<file path="config.mk">
export PLATFORM = sky130hd
export DESIGN_NAME = sdram_read_flat
export DESIGN_NICKNAME = d
export VERILOG_FILES = /design/src/rtl/sdram_read_if.sv /design/src/rtl/sdram_read.sv /design/src/flat_wrapper.sv
export SDC_FILE = /design/constraint.sdc
export NUM_CORES = 1
export LEC_CHECK = 0
export CAP_MARGIN = 40
export CORE_ASPECT_RATIO = 1.75
export CORE_MARGIN = 8
export CORE_UTILIZATION = 30
export DETAILED_ROUTE_END_ITERATION = 12
export PLACE_DENSITY_LB_ADDON = 0.2
export SYNTH_ARGS = -nofsm -noshare
export SYNTH_HDL_FRONTEND = slang
export SYNTH_SLANG_ARGS = --single-unit
</file>
<file path="constraint.sdc">
create_clock -name sys_clk -period 2.9 [get_ports sys_clk]
set_input_delay 0.87 -clock sys_clk [delete_from_list [all_inputs] [get_ports sys_clk]]
set_output_delay 0.87 -clock sys_clk [all_outputs]
set_load 0.005 [all_outputs]
</file>
<file path="src/rtl/sdram_read_if.sv">
// Read-engine side of the SDRAM controller: request, DQ capture and command bus.
// Latency: none, pure signal bundle.
// Backpressure: none; rd_ack is a write strobe the read FIFO must always accept.
interface sdram_read_if;
   logic        init_end;
   logic        rd_en;
   logic [23:0] rd_addr;
   logic [9:0]  rd_burst_len;
   logic [15:0] rd_data;
   logic        rd_ack;
   logic        rd_end;
   logic [3:0]  read_cmd;
   logic [1:0]  read_ba;
   logic [12:0] read_addr;
   logic [15:0] rd_sdram_data;

   // Arbiter / PHY / FIFO side
   modport master (
      output init_end, rd_en, rd_addr, rd_burst_len, rd_data,
      input  rd_ack, rd_end, read_cmd, read_ba, read_addr, rd_sdram_data
   );

   // Read engine side
   modport slave (
      input  init_end, rd_en, rd_addr, rd_burst_len, rd_data,
      output rd_ack, rd_end, read_cmd, read_ba, read_addr, rd_sdram_data
   );
endinterface

</file>
<file path="src/rtl/sdram_read.sv">
// Full-page burst read engine: ACTIVE, READ, BURST-STOP, PRECHARGE, then DQ capture.
// Latency: READ on bus TRCD_CLK+3 cycles after rd_en; word k on rd_sdram_data at READ+CAS_LAT+1+k.
// Backpressure: none; rd_en outside idle is ignored and every rd_ack word must be taken.
module sdram_read #(
   parameter int TRCD_CLK = 2,
   parameter int TRP_CLK  = 2,
   parameter int CAS_LAT  = 3
) (
   input  logic         sys_clk,
   input  logic         sys_rst,
   sdram_read_if.slave  bus
);

   localparam logic [3:0] CMD_NOP   = 4'b0111;
   localparam logic [3:0] CMD_ACT   = 4'b0011;
   localparam logic [3:0] CMD_READ  = 4'b0101;
   localparam logic [3:0] CMD_BSTOP = 4'b0110;
   localparam logic [3:0] CMD_PRE   = 4'b0010;

   // Precharge dwell also covers CAS latency so the last word has landed before rd_end.
   localparam int         TRP_DWELL = (TRP_CLK > CAS_LAT) ? TRP_CLK : CAS_LAT;
   localparam logic [9:0] TRCD_LAST = 10'(TRCD_CLK - 1);
   localparam logic [9:0] TRP_LAST  = 10'(TRP_DWELL - 1);

   typedef enum logic [2:0] {
      RD_IDLE, RD_ACTIVE, RD_TRCD, RD_READ, RD_DATA, RD_PRE, RD_TRP, RD_END
   } state_t;

   state_t       state, state_nxt;
   logic [9:0]   cnt;
   logic         cnt_clr;
   logic         start;
   logic [23:0]  addr_q;
   logic [9:0]   len_q;
   logic [3:0]   cmd_nxt;
   logic [1:0]   ba_nxt;
   logic [12:0]  addr_nxt;
   logic [CAS_LAT-1:0] dwin;

   // Next state and the command for the current state (registered below)
   always_comb begin
      state_nxt = state;
      cnt_clr   = 1'b0;
      start     = 1'b0;
      cmd_nxt   = CMD_NOP;
      ba_nxt    = 2'b11;
      addr_nxt  = 13'h1fff;
      case (state)
         RD_IDLE: begin
            cnt_clr = 1'b1;
            if (bus.rd_en && bus.init_end) begin
               start     = 1'b1;
               state_nxt = RD_ACTIVE;
            end
         end
         RD_ACTIVE: begin
            cmd_nxt   = CMD_ACT;
            ba_nxt    = addr_q[23:22];
            addr_nxt  = addr_q[21:9];
            cnt_clr   = 1'b1;
            state_nxt = RD_TRCD;
         end
         RD_TRCD: begin
            if (cnt == TRCD_LAST) begin
               cnt_clr   = 1'b1;
               state_nxt = RD_READ;
            end
         end
         RD_READ: begin
            cmd_nxt   = CMD_READ;
            ba_nxt    = addr_q[23:22];
            addr_nxt  = {4'b0000, addr_q[8:0]};
            cnt_clr   = 1'b1;
            state_nxt = RD_DATA;
         end
         RD_DATA: begin
            if (cnt == 10'(len_q - 10'd1)) begin
               cmd_nxt   = CMD_BSTOP;
               cnt_clr   = 1'b1;
               state_nxt = RD_PRE;
            end
         end
         RD_PRE: begin
            cmd_nxt   = CMD_PRE;
            ba_nxt    = addr_q[23:22];
            addr_nxt  = 13'h0400;
            cnt_clr   = 1'b1;
            state_nxt = RD_TRP;
         end
         RD_TRP: begin
            if (cnt == TRP_LAST) begin
               cnt_clr   = 1'b1;
               state_nxt = RD_END;
            end
         end
         RD_END: begin
            cnt_clr   = 1'b1;
            state_nxt = RD_IDLE;
         end
         default: begin
            cnt_clr   = 1'b1;
            state_nxt = RD_IDLE;
         end
      endcase
   end

   // State register
   always_ff @(posedge sys_clk) begin
      if (sys_rst) state <= RD_IDLE;
      else         state <= state_nxt;
   end

   // Dwell counter, restarted on every state change
   always_ff @(posedge sys_clk) begin
      if (sys_rst || cnt_clr) cnt <= '0;
      else                    cnt <= cnt + 10'd1;
   end

   // Request latch; a zero length is treated as a single word
   always_ff @(posedge sys_clk) begin
      if (sys_rst) begin
         addr_q <= '0;
         len_q  <= '0;
      end else if (start) begin
         addr_q <= bus.rd_addr;
         len_q  <= (bus.rd_burst_len == 10'd0) ? 10'd1 : bus.rd_burst_len;
      end
   end

   // Registered command bus
   always_ff @(posedge sys_clk) begin
      if (sys_rst) begin
         bus.read_cmd  <= CMD_NOP;
         bus.read_ba   <= 2'b11;
         bus.read_addr <= 13'h1fff;
      end else begin
         bus.read_cmd  <= cmd_nxt;
         bus.read_ba   <= ba_nxt;
         bus.read_addr <= addr_nxt;
      end
   end

   // RD_DATA window delayed by CAS_LAT marks the cycles DQ carries a word; capture it one cycle later
   always_ff @(posedge sys_clk) begin
      if (sys_rst) begin
         dwin              <= '0;
         bus.rd_ack        <= 1'b0;
         bus.rd_sdram_data <= '0;
      end else begin
         dwin              <= {dwin[CAS_LAT-2:0], (state == RD_DATA)};
         bus.rd_ack        <= dwin[CAS_LAT-1];
         bus.rd_sdram_data <= dwin[CAS_LAT-1] ? bus.rd_data : 16'h0000;
      end
   end

   assign bus.rd_end = (state == RD_END);

endmodule
</file>
<file path="src/flat_wrapper.sv">
// flat-port wrapper written by rule: the top's interface ports become plain ports
module sdram_read_flat 
#(
   parameter int TRCD_CLK = 2,
   parameter int TRP_CLK  = 2,
   parameter int CAS_LAT  = 3
)
  (sys_clk, sys_rst, bus_init_end, bus_rd_en, bus_rd_addr, bus_rd_burst_len, bus_rd_data, bus_rd_ack, bus_rd_end, bus_read_cmd, bus_read_ba, bus_read_addr, bus_rd_sdram_data);
  sdram_read_if bus_i ();
  input  logic sys_clk;
  input  logic sys_rst;
  input wire logic [$bits(bus_i.init_end)-1:0] bus_init_end;
  input wire logic [$bits(bus_i.rd_en)-1:0] bus_rd_en;
  input wire logic [$bits(bus_i.rd_addr)-1:0] bus_rd_addr;
  input wire logic [$bits(bus_i.rd_burst_len)-1:0] bus_rd_burst_len;
  input wire logic [$bits(bus_i.rd_data)-1:0] bus_rd_data;
  output wire logic [$bits(bus_i.rd_ack)-1:0] bus_rd_ack;
  output wire logic [$bits(bus_i.rd_end)-1:0] bus_rd_end;
  output wire logic [$bits(bus_i.read_cmd)-1:0] bus_read_cmd;
  output wire logic [$bits(bus_i.read_ba)-1:0] bus_read_ba;
  output wire logic [$bits(bus_i.read_addr)-1:0] bus_read_addr;
  output wire logic [$bits(bus_i.rd_sdram_data)-1:0] bus_rd_sdram_data;
  assign bus_i.init_end = bus_init_end;
  assign bus_i.rd_en = bus_rd_en;
  assign bus_i.rd_addr = bus_rd_addr;
  assign bus_i.rd_burst_len = bus_rd_burst_len;
  assign bus_i.rd_data = bus_rd_data;
  assign bus_rd_ack = bus_i.rd_ack;
  assign bus_rd_end = bus_i.rd_end;
  assign bus_read_cmd = bus_i.read_cmd;
  assign bus_read_ba = bus_i.read_ba;
  assign bus_read_addr = bus_i.read_addr;
  assign bus_rd_sdram_data = bus_i.rd_sdram_data;
  sdram_read #(.TRCD_CLK(TRCD_CLK), .TRP_CLK(TRP_CLK), .CAS_LAT(CAS_LAT)) u_core (.sys_clk(sys_clk), .sys_rst(sys_rst), .bus(bus_i));
endmodule
</file>
Word-level counts from Yosys, hierarchy flattened
Cells that the tools add are included.

Bits in registers: 86. Input port bits: 54.

Muxes and demuxes: 15. $add $sub $neg: 2. Equality and inequality tests: 14. Bitwise gates (word level): 2. Reduce and logical (&&, ||, !) cells: 9.

Operators with widths (count): one-hot mux 13 bit (3 select lines) (1); one-hot mux 3 bit (8 select lines) (1); one-hot mux 4 bit (4 select lines) (1); equality test 3 bit, second input constant (4); two-way mux 3 bit (4); adder 10 x 1 -> 10 bit, second input constant (1); equality test 10 x 1 -> 1 bit, second input constant (1); equality test 10 bit (1); equality test 10 x 2 -> 1 bit, second input constant (1); logical NOT 10 bit (1); two-way mux 10 bit (1); subtractor 10 x 1 -> 10 bit, second input constant (1); inequality test 2 x 1 -> 1 bit, second input constant (4); equality test 3 x 2 -> 1 bit, second input constant (2); two-way mux 1 bit (6); OR reduction 5 bit (1); one-hot mux 1 bit (4 select lines) (1); AND reduction 4 bit (1); OR reduction 2 bit (2); equality test 3 x 1 -> 1 bit, second input constant (1); logical NOT 3 bit (1); OR reduction 3 bit (1); inverter 1 bit (2); logical AND 1 bit (1); logical OR 1 bit (1).

Depth between registers and ports, before layout
Word-level depth: 5. Depth in mapped cells: 10. Gate-level depth less buffers: 8.

Worst setup path before layout
Ideal clock, no wire load.

Path type: register to register. From: reg u_core.len_q[3]. To: reg u_core.state[1]. Buffers on the path: 1. Required time: 2828 ps. Path slack: 716 ps. Arrival time: 2112 ps. Stages on the path, launching flop included: 8. Clock period less this slack: 2184 ps. Path through: dfxtp_1 -> or4_1 -> clkbuf_2 -> or4_1 -> nand4_1 -> o2bb2ai_1 -> o31ai_2 -> mux2i_1.

Word-level cells in the longest chain between the ends: 4.

Ends and longest elaborated chain: from (decl) (line sdram_read.sv:34) `logic [9:0] len_q;`; from (signal assigned) (line sdram_read.sv:126) `len_q <= (bus.rd_burst_len == 10'd0) ? 10'd1 : bus.rd_burst_len;`; subtractor 10 x 1 -> 10 bit (line sdram_read.sv:77) `if (cnt == 10'(len_q - 10'd1)) begin`; equality test 10 bit (line sdram_read.sv:77); inequality test 2 x 1 -> 1 bit (no source line); AND reduction 4 bit (no source line); to (signal assigned) (line sdram_read.sv:110) `else state <= state_nxt;`; to (decl) (line sdram_read.sv:29) `state_t state, state_nxt;`.

Every way passes these cells. A chain may end at the register's enable or synchronous reset.

Worst setup path in the final report
From: reg u_core.state[1]. To: out bus_rd_end.

Word-level cells in the longest chain between the ends: 1.

Ends and longest elaborated chain: equality test 3 bit (line sdram_read.sv:156) `assign bus.rd_end = (state == RD_END);`; to (decl) (line flat_wrapper.sv:18) `output wire logic [$bits(bus_i.rd_end)-1:0] bus_rd_end;`.

Every way passes these cells.

==> results_dict.tcl <==
set metrics [dict create \
    place_ws_ns 0.407 \
    globalplace.congestion 0.820 \
    worst_slack_ns 0.397 \
    yosysSeqAreaShare_pct 49.6 \
    finalCritPeriodShare_pct 86.3 \
    multiInputGateArea_mm2 0.00159 \
    rows 51 \
    syn_area_per_cell_um2 8.60 \
    drive_above_1_share_pct 6.56 \
    slew_viol_final 0 \
    portBuffers 89 \
    crit_slowest_cell "clkdlybuf4s50_1" \
    fin_tns_setup_ns 0 \
    die_w_um 96.9 \
    cts-root-buf "clkbuf_16" \
    async_flop_share_pct 0 \
    cts.sinks 85 \
    antenna_found_initial 0 \
    p_leak_nw 1.74 \
    drt-initial-drc-count 129 \
    drc 0 \
    grt_pass1_wl_um 14700 \
    clk_path_buf_depth 2 \
    grt_max_degree 52 \
    yosys.area.top_type "dfxtp_1" \
    power.total_w 0.00357 \
    antennaDiodeCount 0 \
    final_nets 545 \
    coreArea_mm2 0.0112 \
    fin_crit_ns 2.50 \
    ant_nets 0 \
    cpPeakStageDelay_ns 0.52 \
    hold_violations 0 \
    power_density_mw_per_mm2 750 \
    avgViaCountPerCell 4.80 \
    synth_top_area_share_pct 49.6 \
    fmax_ghz 0.400 \
    crit_arrival_ns 1.63 \
    crit_path_start_kind "register" \
    wl_um 9440 \
    syn_to_final_growth_pct 38.6 \
    cp.required_ns 2.03 \
    grt_pass1_vias 2934 \
    regArea_mm2 0.00170 \
    synthesis.nets 461 \
    vias 2975 \
    worstMarginPinSlew_ns 0.541 \
    post_cts_buffers 0 \
    cap_violations 0 \
    h-tree-depth 3 \
    max_slew_margin_pct 63.9 \
    syn-cell-area_mm2 0.00343 \
    path_delay_family "buffers and inverters" \
    yosys-top-cells-count "dfxtp_1 (85), nand2_1 (75), a21oi_1 (39)" \
    synthTopCellsByArea "dfxtp_1 (50%), nand2_1 (8.2%), a21oi_1 (5.7%)" \
    gr-total-overflow 0 \
    path_cells "ha_1, and2_1, clkdlybuf4s50_1" \
    setup_viol 0 \
    yosys.cell_count.top_type "dfxtp_1" \
    fillers 1092 \
    synth_edf_count 0 \
    rsz0062_at_grt "false" \
    die_area_mm2 0.0153 \
    wl_per_cell_um 15.2 \
    cts_tree "built" \
    ctsHoldBuffers 0 \
    cts_resized 0 \
    crit_path_end_kind "output pin" \
    ios 91 \
    worstHoldPathType "reg -> reg" \
    synth.ff_latch_count 85 \
    clock_skew_ns 0.00715 \
    firstDrtPassIters 4 \
    crit_type "reg -> out" \
    clock_latency_ns 0.34 \
    die_h_um 158 \
    cts_made_buffers 9 \
    synth_flop_cell "dfxtp_1" \
    grtUsageTotal_pct 12.0 \
    path_max_fanout 4 \
    hold_slack_ns 0.438 \
    start_util_pct 30.7 \
    yosysWarnings 0 \
    clk_pin_slew_ns 0.06 \
    dp_hpwl_um 7220 \
    syn_inst 399 \
    status "finished clean" \
    ir_drop_mv 0.451 \
    post_synth_num_cell_types 51 \
    crit_buf_inv 1 \
]
[stage by stage]
stage	instance area, um2	instances	utilization, %
after CTS	4760	620	42.6
final	4760	620	42.6
after global placement	4450	604	39.8
after global routing	4760	620	42.6
after floorplan	3430	399	-
after detailed placement	4450	604	39.8
[where the power goes]
part / switching [W] / internal, W / total, W
clock network: 0.000479 / 0.000698 / 0.00118
registers: 0.0000924 / 0.00131 / 0.00141
logic: 0.000531 / 0.000452 / 0.000983
[worst reg2reg max path, cell delays in order, from the launching register on]
cell and delay, ns:
dfxtp_1 0.39, or4_1 0.63, or4_1 0.54, nand4_1 0.12
or2_1 0.14, a41o_1 0.40, nor2_1 0.11
[sequential cells by signal, summed over array words and instances (netlist names)]
signal                    cells
u_core.addr_q                24
u_core.bus.rd_sdram_data     16
u_core.bus.read_addr         13
u_core.cnt                   10
u_core.len_q                 10
u_core.bus.read_cmd           3
u_core.dwin                   3
u_core.state                  3
u_core.bus.read_ba            2
u_core.bus.rd_ack             1
[cells by family (layout without fill, tap and decap cells)]
family | after synthesis | after routing | synth area share (%)
other | 1 | 1 | 0.109
AOI/OAI and AO/OA | 81 | 81 | 14.4
adders and majority gates | 8 | 8 | 2.92
xor gates and xnor gates | 19 | 19 | 4.85
buffers and inverters | 37 | 126 | 4.23
muxes | 2 | 2 | 0.620
DFF | 85 | 85 | 49.6
and+or+nand+nor | 166 | 166 | 23.4
[final timing paths]
check	from	endpoint	slack (ns)	cells past startpoint
worst max-delay path	u_core.state[1]$_SDFFE_PP0P_	bus_rd_end	0.40	3
worst min-delay path	u_core.dwin[1]$_SDFF_PP0_	u_core.dwin[2]$_SDFF_PP0_	0.44	1
worst max register to register	u_core.len_q[4]$_SDFFE_PP0P_	u_core.cnt[3]$_SDFF_PP0_	0.45	6
worst min register to register	u_core.dwin[1]$_SDFF_PP0_	u_core.dwin[2]$_SDFF_PP0_	0.44	1
[per-layer routing]
| metal | vias to the layer above | GRT usage (%) | wire (um) |
|---|---|---|---|
| met5 | - | 0 | 0 |
| met2 | 89 | 23.2 | 5150 |
| met1 | 1372 | 11.3 | 3650 |
| li1 | 1503 | - | - |
| met4 | 0 | 4.79 | 161 |
| met3 | 11 | 3.55 | 476 |
[cell type report]
| type | count | share of cell area [%] |
|---|---|---|
| Clock inverter | 6 | 1.47 |
| Tap cell | 132 | 3.47 |
| Clock buffer | 10 | 5.02 |
| Inverter | 13 | 1.03 |
| Sequential cell | 85 | 35.8 |
| Multi-Input combinational cell | 277 | 33.4 |
| Timing Repair Buffer | 97 | 19.9 |
[layout by cell type, fill, tap and decap left out, types with 4 or more instances in the layout]
cell,synthesis,layout
nor2b_1,7,7
ha_1,8,8
nor4_1,5,5
clkbuf_16,0,9
a22oi_1,9,9
buf_4,1,8
inv_1,13,13
nand2b_1,5,5
nand3_1,10,10
o21ai_0,14,14
xnor2_1,9,9
a21oi_1,39,39
xor2_1,10,10
nor2_1,22,22
clkdlybuf4s50_1,0,88
dfxtp_1,85,85
and2_1,18,18
nand2_1,75,75
nor3_1,4,4
Power figures use the tool's default switching activity.
